### config.mk
export PLATFORM = sky130hd
export DESIGN_NAME = counter_driver
export DESIGN_NICKNAME = d
export VERILOG_FILES = /design/src/rtl/counter_driver_pkg.sv /design/src/rtl/counter_driver.sv
export SDC_FILE = /design/constraint.sdc
export NUM_CORES = 1
export LEC_CHECK = 0
export BUFFER_PORTS_ARGS = -buffer_cell sky130_fd_sc_hd__buf_2
export CAP_MARGIN = 10
export CORE_MARGIN = 1
export CORE_UTILIZATION = 53
export DETAILED_ROUTE_END_ITERATION = 7
export HOLD_SLACK_MARGIN = 0.03
export PLACE_DENSITY_LB_ADDON = 0.12
export SKIP_LAST_GASP = 1
export SLEW_MARGIN = 20
export SYNTH_ARGS = -nofsm -noshare
export SYNTH_HDL_FRONTEND = slang
export SYNTH_SLANG_ARGS = --single-unit
### constraint.sdc
create_clock -name clock -period 2.2 [get_ports clock]
set_input_delay 0.44 -clock clock [delete_from_list [all_inputs] [get_ports clock]]
set_output_delay 0.44 -clock clock [all_outputs]
set_load 0.1 [all_outputs]
### src/rtl/counter_driver_pkg.sv
// Shared types and constants for the counter driver.
package counter_driver_pkg;
    localparam int COUNTER_W = 8;

    typedef enum logic [1:0] {
        IDLE = 2'd0,
        RUN  = 2'd1,
        DONE = 2'd2
    } state_t;
endpackage

### src/rtl/counter_driver.sv
// Drives a counter through an external add stage for a programmed number of
// updates, checking each returned value for wrap and for deviation from +STEP.
module counter_driver
    import counter_driver_pkg::*;
#(
    parameter int STEP = 2
) (
    input  logic                 clock,
    input  logic                 rst_n,
    input  logic                 start,
    input  logic [COUNTER_W-1:0] init_value,
    input  logic [COUNTER_W-1:0] iterations,
    input  logic                 hold,
    input  logic [COUNTER_W-1:0] tock_ret,
    output logic [COUNTER_W-1:0] tock_old_counter,
    output logic                 busy,
    output logic                 done,
    output logic [COUNTER_W-1:0] iter_count,
    output logic                 wrapped,
    output logic                 mismatch
);
    localparam logic [COUNTER_W-1:0] STEP_W = COUNTER_W'(STEP);

    state_t               state;
    logic [COUNTER_W-1:0] iters_q;
    logic [COUNTER_W-1:0] iter_next;
    logic [COUNTER_W-1:0] expected;

    assign iter_next = iter_count + 8'd1;
    assign expected  = tock_old_counter + STEP_W;

    // busy/done are registered alongside state so no input reaches them combinationally.
    always_ff @(posedge clock or negedge rst_n) begin
        if (!rst_n) begin
            state            <= IDLE;
            tock_old_counter <= '0;
            iters_q          <= '0;
            iter_count       <= '0;
            wrapped          <= 1'b0;
            mismatch         <= 1'b0;
            busy             <= 1'b0;
            done             <= 1'b0;
        end else begin
            case (state)
                IDLE: begin
                    if (start) begin
                        tock_old_counter <= init_value;
                        iters_q          <= iterations;
                        iter_count       <= '0;
                        wrapped          <= 1'b0;
                        mismatch         <= 1'b0;
                        if (iterations == '0) begin
                            state <= DONE;
                            done  <= 1'b1;
                        end else begin
                            state <= RUN;
                            busy  <= 1'b1;
                        end
                    end
                end
                RUN: begin
                    if (!hold) begin
                        tock_old_counter <= tock_ret;
                        iter_count       <= iter_next;
                        if (tock_ret < tock_old_counter) wrapped  <= 1'b1;
                        if (tock_ret != expected)        mismatch <= 1'b1;
                        if (iter_next == iters_q) begin
                            state <= DONE;
                            busy  <= 1'b0;
                            done  <= 1'b1;
                        end
                    end
                end
                DONE: begin
                    state <= IDLE;
                    done  <= 1'b0;
                end
                default: begin
                    state <= IDLE;
                    busy  <= 1'b0;
                    done  <= 1'b0;
                end
            endcase
        end
    end
endmodule

## After elaboration in Yosys (flattened, before gate mapping)

Index checks and enable logic that the tools add are counted.

- Flip-flop bits (word level): 30
- Output and inout bits: 20
- Logic and storage cells: 61

- $add $sub $neg: 2
- $lt $le $gt $ge: 1
- Equality and inequality tests: 11
- Mux-type cells: 28
- Bitwise gates (word level): 1
- Reduce and logical (&&, ||, !) cells: 10

Operator list:

| cell | count |
|---|---|
| $mux W8 | 4 |
| $pmux W8 S2 | 2 |
| $ne A2 B2 Y1 const B | 7 |
| $mux W1 | 13 |
| $reduce_and A4 Y1 | 3 |
| $add A8 B1 Y8 const B | 1 |
| $add A8 B2 Y8 const B | 1 |
| $eq A8 B8 Y1 | 1 |
| $logic_not A8 Y1 | 1 |
| $lt A8 B8 Y1 | 1 |
| $mux W2 | 4 |
| $ne A8 B8 Y1 | 1 |
| $pmux W1 S2 | 3 |
| $reduce_and A3 Y1 | 2 |
| $reduce_and A5 Y1 | 1 |
| $pmux W2 S2 | 1 |
| $pmux W1 S3 | 1 |
| $eq A2 B1 Y1 const B | 1 |
| $eq A2 B2 Y1 const B | 1 |
| $logic_not A2 Y1 | 1 |
| $reduce_and A2 Y1 | 1 |
| $reduce_bool A2 Y1 | 1 |
| $not A1 Y1 | 1 |

## Depth between registers and ports, before layout

Gate-level depths: netlist of the first run.

- Depth after elaboration: 5
- Mapped depth: 7

## Worst setup path after synthesis of the first run

No wires, ideal clock.

- Path type: reg-to-reg
- Start: register tock_old_counter[2]
- End: register mismatch
- Setup time: 0.129 ns
- Arrival: 2.416 ns
- Slack: -0.345 ns
- Stages on the path, launching flop included: 6
- Buffers on the path: 0
- Period minus slack after synthesis: 2.545 ns
- Cells stage by stage: dfrtp_1 ha_1 xor2_1 or4b_2 nor4_1 a21oi_1

- Longest elaborated chain between the ends: 4

Ends and longest elaborated chain:

| what | RTL line | RTL |
|---|---|---|
| from (decl) | counter_driver.sv:15 | `output logic [COUNTER_W-1:0] tock_old_counter,` |
| from (signal assigned) | counter_driver.sv:47 | `tock_old_counter <= init_value;` |
| from (signal assigned) | counter_driver.sv:63 | `tock_old_counter <= tock_ret;` |
| $add A8 B2 Y8 | counter_driver.sv:30 | `assign expected = tock_old_counter + STEP_W;` |
| $ne A8 B8 Y1 | counter_driver.sv:66 | `if (tock_ret != expected) mismatch <= 1'b1;` |
| $ne A2 B2 Y1 (no source line) | n/a |  |
| $reduce_and A4 Y1 (no source line) | n/a |  |
| to (signal assigned) | counter_driver.sv:40 | `mismatch <= 1'b0;` |
| to (signal assigned) | counter_driver.sv:51 | `mismatch <= 1'b0;` |
| to (signal assigned) | counter_driver.sv:66 |  |
| to (decl) | counter_driver.sv:20 | `output logic mismatch` |

Every way passes these cells.
A chain may end at the register's enable or synchronous reset.

## Final worst setup path of the first run

- Start: register tock_old_counter[1]
- End: register mismatch

Same word-level chain as after synthesis.

==> impl_metrics.env, run 1 <==
export IMPL_period_minus_slack_ns=1.97
export IMPL_end_kind="flop"
export IMPL_ios=48
export IMPL_grtUsageTotal=0.245
export IMPL_finalHoldViolations=0
export IMPL_fin_nets=302
export IMPL_synth_area_per_cell_um2=9.06
export IMPL_synth_seq_area_share=0.395
export IMPL_synthArstFlopShare=1.00
export IMPL_timing_max_transition_violations_final=0
export IMPL_grt_pass1_vias=1531
export IMPL_synth_edff_count=0
export IMPL_pre_cts_ws_ns=0.208
export IMPL_reg2regPathDepth=5
export IMPL_clk_latency_ns=0.34
export IMPL_drive_gt1_frac=0.287
export IMPL_dr_total_vias=1711
export IMPL_antennaDiodeCount=0
export IMPL_clockBufferDepth=2
export IMPL_drt_iter0_markers=115
export IMPL_antenna_found_initial=0
export IMPL_skew_ns=0.0136
export IMPL_avgRoutedWirePerCell_um=13.4
export IMPL_cts_sinks=30
export IMPL_timing_rr_end="mismatch"
export IMPL_grt_max_degree=31
export IMPL_r2r_slack_ns=0.23
export IMPL_wl_mm=4.18
export IMPL_via_per_inst=5.50
export IMPL_hp_class="primary input to asynchronous set/reset pin"
export IMPL_setup_violations=0
export IMPL_die_area_um2=3830
export IMPL_hpwl_mm=3.14
export IMPL_cts_buffers_inserted=5
export IMPL_arrival_ns=2.18
export IMPL_max_slew_margin_rel=0.554
export IMPL_die_w_um=61.9
export IMPL_setup_ws_ns=0.233
export IMPL_initial_utilization=0.561
export IMPL_port_buffers=47
export IMPL_root_buffer="clkbuf_4"
export IMPL_netlist_area_um2=1900
export IMPL_yosys_warnings=0
export IMPL_syn_nets=248
export IMPL_synthToLayoutAreaGrowth_pct=19.5
export IMPL_cts_resized=0
export IMPL_cts_setup_buffers=0
export IMPL_synth_cell_type_count=41
export IMPL_rsz0062_at_grt="false"
export IMPL_ctsHoldBuffers=0
export IMPL_timing_final_crit_share=0.894
export IMPL_drc=0
export IMPL_core_area_um2=3390
export IMPL_r2r_start="tock_old_counter[1]"
export IMPL_max_slew_worst_pin_slew_ns=0.669
export IMPL_fmax_mhz=508
export IMPL_status="finished, final reports clean"
export IMPL_synth_seq_cells=30
export IMPL_grt_pass1_wl_mm=6.73
export IMPL_final_antenna_net_count=0
export IMPL_crit_path_max_fanout=6
export IMPL_grt_ovfl_total=0
export IMPL_first_pass_iters=4
export IMPL_ys_flop_type="dfrtp_1"
export IMPL_num_rows=21
export IMPL_max_cap_violations=0
export IMPL_setup_worst_path_class="flop to flop"
export IMPL_crit_required_ns=2.42
export IMPL_path_clk_slew_ns=0.11
export IMPL_htree_num_levels=2
export IMPL_synthCells=210
export IMPL_crit_path_start_kind="flop"
export IMPL_cts_tree="yes"
export IMPL_die_h_um=61.9
export IMPL_gp_congestion=0.828
==> worst max-delay path, stage by stage, from the launching register on <==
cell     delay (ns)
dfrtp_2        0.45
ha_1           0.31
xor2_1         0.14
or4b_2         0.60
nor4_1         0.26
a21oi_1        0.10
==> routing by layer <==
| metal | GRT usage | up-vias | share of wire |
|---|---|---|---|
| met1 | 0.307 | 799 | 0.46 |
| met5 | 0 | - | 0 |
| met4 | 0.0635 | 0 | 0.012 |
| li1 | - | 862 | - |
| met2 | 0.421 | 42 | 0.48 |
| met3 | 0.0621 | 8 | 0.044 |
==> logic make-up after synthesis <==
group	Yosys count	share of synthesized area
XOR/XNOR	17	0.0783
flip-flops	30	0.395
AND/OR/NAND/NOR	80	0.211
adder cells (fa/ha/maj)	10	0.0658
AO/OA/AOI/OAI	49	0.170
multiplexers	8	0.0474
buffers and inverters	16	0.0335
==> cells in the mapped netlist (2+ instances only) <==
master / number / area share
inv_1: 12 / 0.024
o21ai_0: 11 / 0.029
nand4_1: 2 / 0.0066
nor4_1: 3 / 0.0099
nor2b_1: 3 / 0.0099
nand3_1: 5 / 0.013
xor2_1: 8 / 0.037
nand4b_1: 2 / 0.0092
and3_1: 4 / 0.013
mux2_2: 8 / 0.047
nor2_1: 13 / 0.026
o21a_1: 3 / 0.012
a211oi_1: 3 / 0.012
ha_1: 10 / 0.066
a22o_1: 3 / 0.014
o22ai_1: 4 / 0.013
nand2b_1: 5 / 0.016
a31oi_1: 10 / 0.033
nor3_1: 2 / 0.0053
dfrtp_1: 30 / 0.39
nand2_1: 32 / 0.063
a21oi_1: 8 / 0.021
buf_2: 3 / 0.0079
xnor2_1: 9 / 0.041
==> cell type report <==
class / count / area [um2]
tap: 46 / 57.6
timing repair buffer: 51 / 265
fill: 287 / 1120
sequential: 30 / 757
clock buffer: 7 / 55.1
inverter: 12 / 45.0
clock inverter: 1 / 5.00
multi-input combinational: 164 / 1090
==> flip-flops by register name, indices dropped and copies added (netlist names) <==
signal	flops
busy	1
done	1
iter_count	8
iters_q	8
mismatch	1
state	2
tock_old_counter	8
wrapped	1
==> cells in the final DEF, fill, tap and decap left out, types with 3 or more instances in the layout <==
| cell | count |
|---|---|
| nand3_1 | 5 |
| xnor2_1 | 9 |
| o21ai_0 | 11 |
| o22ai_1 | 4 |
| nand2_1 | 32 |
| inv_1 | 12 |
| clkbuf_4 | 5 |
| dfrtp_1 | 25 |
| a22o_1 | 3 |
| ha_1 | 10 |
| nor2_1 | 13 |
| xor2_1 | 8 |
| and3_1 | 4 |
| dfrtp_2 | 5 |
| a31oi_1 | 10 |
| a211oi_1 | 3 |
| mux2_2 | 8 |
| a21oi_1 | 8 |
| nor2b_1 | 3 |
| nand2b_1 | 5 |
| buf_4 | 4 |
| buf_2 | 47 |
| nor4_1 | 3 |
| o21a_1 | 3 |
==> worst max-delay path by stage <==
stage                              from       end  slack (ns)  cells after the start
floorplan           tock_old_counter[2]  mismatch       -0.02                      5
global placement            tock_ret[1]  mismatch        0.22                      5
detailed placement          tock_ret[1]  mismatch        0.21                      5
CTS                 tock_old_counter[1]  mismatch        0.23                      5
global route        tock_old_counter[1]  mismatch        0.08                      5
finish              tock_old_counter[1]  mismatch        0.23                      5
==> metrics by stage <==
step	instances	TNS, ns	utilization	hold WS [ns]	cell area (um2)
final	311	0	0.670	0.119	2270
after global routing	311	0	0.670	0.161	2270
after floorplan	210	-0.0244	-	0.144	1910
after detailed placement	303	0	0.653	0.517	2210
after global placement	303	0	0.653	0.511	2210
after CTS	311	0	0.670	0.139	2270
Power of run 1 is not shown: default switching activity piles up to over one toggle a cycle in this logic, so the estimate is an artifact.
==> inputs of run 2 (changes only) <==
--- a/config.mk
+++ b/config.mk
@@ -8,10 +8,11 @@
 export BUFFER_PORTS_ARGS = -buffer_cell sky130_fd_sc_hd__buf_2
 export CAP_MARGIN = 10
 export CORE_MARGIN = 1
-export CORE_UTILIZATION = 53
+export CORE_UTILIZATION = 57
 export DETAILED_ROUTE_END_ITERATION = 7
 export HOLD_SLACK_MARGIN = 0.03
 export PLACE_DENSITY_LB_ADDON = 0.12
+export RECOVER_POWER = 100
 export SKIP_LAST_GASP = 1
 export SLEW_MARGIN = 20
 export SYNTH_ARGS = -nofsm -noshare
==> constraint.sdc (replaced) <==
create_clock -name clock -period 2.4 [get_ports clock]
set_input_delay 0.48 -clock clock [delete_from_list [all_inputs] [get_ports clock]]
set_output_delay 0.48 -clock clock [all_outputs]
set_load 0.1 [all_outputs]
==> impl_metrics.env, run 2 (synthesis gave the netlist of run 1 again) <==
export IMPL_status="finished, violations left"
export IMPL_violations="capacitance limit, slew limit"
export IMPL_cts_sinks=30
export IMPL_via_per_inst=5.57
export IMPL_grt_pass1_wl_mm=6.91
export IMPL_die_area_um2=3570
export IMPL_hpwl_mm=3.23
export IMPL_multi_input_area_um2=1080
export IMPL_port_buffers=47
export IMPL_timing_max_transition_violations_final=31
export IMPL_drive_gt1_frac=0.202
export IMPL_max_cap_violations=1
export IMPL_fin_setup_tns_ns=0
export IMPL_r2r_slack_ns=0.39
export IMPL_final_util=0.713
export IMPL_min_from="init_value[6]"
export IMPL_finalHoldViolations=0
export IMPL_pre_cts_ws_ns=0.345
export IMPL_max_slew_worst_pin_slew_ns=1.65
export IMPL_r2r_start="tock_old_counter[1]"
export IMPL_antenna_found_initial=0
export IMPL_die_w_um=59.8
export IMPL_cts_buffers_inserted=5
export IMPL_design_area_um2=2210
export IMPL_core_area_um2=3100
export IMPL_fin_nets=301
export IMPL_cts_setup_buffers=0
export IMPL_period_minus_slack_ns=2.15
export IMPL_dr_total_vias=1710
export IMPL_ios=48
export IMPL_grt_pass1_vias=1542
export IMPL_cpLargestDelayFamily="buffers and inverters"
export IMPL_nFillCells=292
export IMPL_num_rows=20
export IMPL_drc=0
export IMPL_clk_latency_ns=0.33
export IMPL_slowest_stage="clkbuf_1"
export IMPL_wl_mm=4.26
export IMPL_antennaDiodeCount=0
export IMPL_setup_worst_path_class="flop to output port"
export IMPL_post_dp_cell_area_um2=2200
export IMPL_mostFrequentLayoutCells="nand2_1, dfrtp_1, buf_2"
export IMPL_setup_ws_ns=0.250
export IMPL_ctsHoldBuffers=0
export IMPL_final_antenna_net_count=0
export IMPL_end_kind="output port"
export IMPL_skew_ns=0.00715
export IMPL_gp_congestion=0.844
export IMPL_crit_path_start_kind="flop"
export IMPL_final_common_cell="nand2_1"
export IMPL_crit_required_ns=1.92
export IMPL_clockBufferDepth=2
export IMPL_htree_num_levels=2
export IMPL_cp_num_buf_inv=1
export IMPL_hp_class="primary input to flop"
export IMPL_setup_violations=0
export IMPL_rsz0062_at_grt="false"
export IMPL_synthToLayoutAreaGrowth_pct=16.3
export IMPL_initial_utilization=0.613
export IMPL_arrival_ns=1.67
export IMPL_first_pass_iters=4
export IMPL_layout_area_seq_um2=752
export IMPL_timing_final_crit_share=0.896
export IMPL_cts_tree="yes"
export IMPL_grt_ovfl_total=0
export IMPL_critPathMaxStageDelay_ns=0.89
export IMPL_crit_path_max_fanout=6
export IMPL_grtUsageTotal=0.265
export IMPL_avgRoutedWirePerCell_um=13.9
export IMPL_die_h_um=59.8
export IMPL_cp_cell_sequence="clkbuf_1"
export IMPL_fmax_mhz=465
export IMPL_path_clk_slew_ns=0.10
export IMPL_max_slew_margin_rel=-0.102
export IMPL_drt_iter0_markers=79
export IMPL_cts_resized=0
export IMPL_root_buffer="clkbuf_4"
export IMPL_top_regs="iter_count x8, iters_q x8, tock_old_counter x8"
export IMPL_grt_max_degree=31
export IMPL_critPathLaunch="tock_old_counter[1]"
run 2: worst register-to-register path: stages (launching register included):
cell and delay [ns]:
dfrtp_1 0.45, ha_1 0.33, xor2_1 0.14, or4b_2 0.60
nor4_1 0.29, a21oi_1 0.10
run 2: path summary, 6_finish.rpt:
path                            cells past startpoint             endpoint
worst max-delay path                                1  tock_old_counter[1]
worst min-delay path                                3  tock_old_counter[6]
worst max register to register                      5             mismatch
worst min register to register                      1           iters_q[4]
max in group asynchronous                           1  tock_old_counter[2]
min in group asynchronous                           1  tock_old_counter[7]
run 2: routing by layer:
layer  vias to the layer above  global-route usage  wire (um)
li1                        855                   -          -
met1                       806               0.321       1910
met2                        39               0.444       2110
met3                        10              0.0714        146
met4                         0               0.103         98
met5                         -                   0          0
run 2: final cells by class:
type / instances / area share
inverters: 12 / 0.0204
multi-input cells: 164 / 0.486
repair buffers: 50 / 0.108
flip-flops and latches: 30 / 0.340
clock buffers: 7 / 0.0204
well taps: 44 / 0.0249
run 2: per-stage QoR:
| step | hold WS [ns] | instances |
|---|---|---|
| 3_5_place_dp | 0.517 | 300 |
| 4_1_cts | 0.188 | 307 |
| 3_3_place_gp | 0.511 | 300 |
| 6_report | 0.389 | 307 |
| 5_1_grt | 0.380 | 307 |
| 2_1_floorplan | 0.184 | 210 |
Power of run 2 is left out for the same reason.
==> inputs of run 3 (changes only) <==
--- a/config.mk
+++ b/config.mk
@@ -8,7 +8,7 @@
 export BUFFER_PORTS_ARGS = -buffer_cell sky130_fd_sc_hd__buf_2
 export CAP_MARGIN = 10
 export CORE_MARGIN = 1
-export CORE_UTILIZATION = 57
+export CORE_UTILIZATION = 53
 export DETAILED_ROUTE_END_ITERATION = 7
 export HOLD_SLACK_MARGIN = 0.03
 export PLACE_DENSITY_LB_ADDON = 0.12
==> constraint.sdc (replaced) <==
create_clock -name clock -period 2.3 [get_ports clock]
set_input_delay 0.46 -clock clock [delete_from_list [all_inputs] [get_ports clock]]
set_output_delay 0.46 -clock clock [all_outputs]
set_load 0.1 [all_outputs]
==> impl_metrics.env, run 3 (synthesis gave the netlist of run 1 again) <==
export IMPL_die_w_um=61.9
export IMPL_die_h_um=61.9
export IMPL_crit_required_ns=1.84
export IMPL_cts_sinks=30
export IMPL_final_common_cell="nand2_1"
export IMPL_timing_max_transition_violations_final=31
export IMPL_mostFrequentLayoutCells="nand2_1, dfrtp_1, buf_2"
export IMPL_setup_worst_path_class="flop to output port"
export IMPL_ctsHoldBuffers=0
export IMPL_slowest_stage="clkbuf_1"
export IMPL_violations="capacitance limit, slew limit"
export IMPL_crit_path_max_fanout=2
export IMPL_num_rows=21
export IMPL_grtUsageTotal=0.247
export IMPL_cp_cell_sequence="clkbuf_1"
export IMPL_clk_latency_ns=0.34
export IMPL_final_antenna_net_count=0
export IMPL_drc=0
export IMPL_max_cap_violations=1
export IMPL_antenna_found_initial=0
export IMPL_finalHoldViolations=0
export IMPL_hpwl_mm=3.15
export IMPL_end_kind="output port"
export IMPL_grt_pass1_vias=1503
export IMPL_setup_violations=0
export IMPL_status="finished, violations left"
export IMPL_ios=48
export IMPL_core_area_um2=3390
export IMPL_cts_resized=0
export IMPL_drt_iter0_markers=89
export IMPL_drive_gt1_frac=0.242
export IMPL_top_regs="iter_count x8, iters_q x8, tock_old_counter x8"
export IMPL_cts_buffers_inserted=5
export IMPL_fin_nets=301
export IMPL_pre_cts_ws_ns=0.282
export IMPL_via_per_inst=5.52
export IMPL_hp_class="primary input to flop"
export IMPL_gp_congestion=0.818
export IMPL_setup_ws_ns=0.268
export IMPL_root_buffer="clkbuf_4"
export IMPL_path_clk_slew_ns=0.10
export IMPL_die_area_um2=3830
export IMPL_crit_path_start_kind="flop"
export IMPL_skew_ns=0.0115
export IMPL_clockBufferDepth=2
export IMPL_grt_pass1_wl_mm=6.69
export IMPL_timing_final_crit_share=0.884
export IMPL_period_minus_slack_ns=2.03
export IMPL_first_pass_iters=4
export IMPL_wl_mm=4.20
export IMPL_port_buffers=47
export IMPL_critPathMaxStageDelay_ns=0.88
export IMPL_cts_tree="yes"
export IMPL_max_slew_worst_pin_slew_ns=1.59
export IMPL_cp_num_buf_inv=1
export IMPL_arrival_ns=1.57
export IMPL_initial_utilization=0.561
export IMPL_grt_max_degree=31
export IMPL_dr_total_vias=1711
export IMPL_cpLargestDelayFamily="buffers and inverters"
export IMPL_antennaDiodeCount=0
export IMPL_fmax_mhz=492
export IMPL_synthToLayoutAreaGrowth_pct=17.8
export IMPL_htree_num_levels=2
export IMPL_rsz0062_at_grt="false"
export IMPL_avgRoutedWirePerCell_um=13.5
export IMPL_grt_ovfl_total=0
export IMPL_cts_setup_buffers=0
export IMPL_fin_setup_tns_ns=0
export IMPL_max_slew_margin_rel=-0.0616
## run 3: final timing paths
check / slack, ns / cells after the start / from / endpoint
worst max-delay path: 0.27 / 1 / wrapped / wrapped
worst min-delay path: 0.36 / 3 / init_value[1] / tock_old_counter[1]
min in group asynchronous: 0.50 / 1 / rst_n / tock_old_counter[3]
max in group asynchronous: 0.77 / 1 / rst_n / tock_old_counter[2]
worst min register to register: 0.53 / 1 / iters_q[6] / iters_q[6]
worst max register to register: 0.31 / 5 / tock_old_counter[1] / mismatch
## run 3: area by class of cell
class,instances,area (um2)
clock inverters,1,5.00
clock buffers,7,55.1
fillers,295,1150
inverters,12,45.0
flip-flops and latches,30,752
multi-input cells,164,1080
repair buffers,50,250
well taps,46,57.6
## run 3: layer usage
metal  global-route usage  part of all wire  vias to the layer above
li1                     -                 -                      862
met1                0.304              0.47                      796
met2                0.416              0.46                       44
met3               0.0683             0.050                        9
met4               0.0889             0.018                        0
met5                    0                 0                        -
## run 3: stage by stage
step	cell area, um2	std cells	hold WS (ns)	utilization
global route	2240	310	0.354	0.661
floorplan	1900	210	0.164	-
global placement	2200	302	0.513	0.649
finish	2240	310	0.358	0.661
detailed placement	2200	302	0.517	0.649
CTS	2260	310	0.163	0.667
Power of run 3 is left out for the same reason.
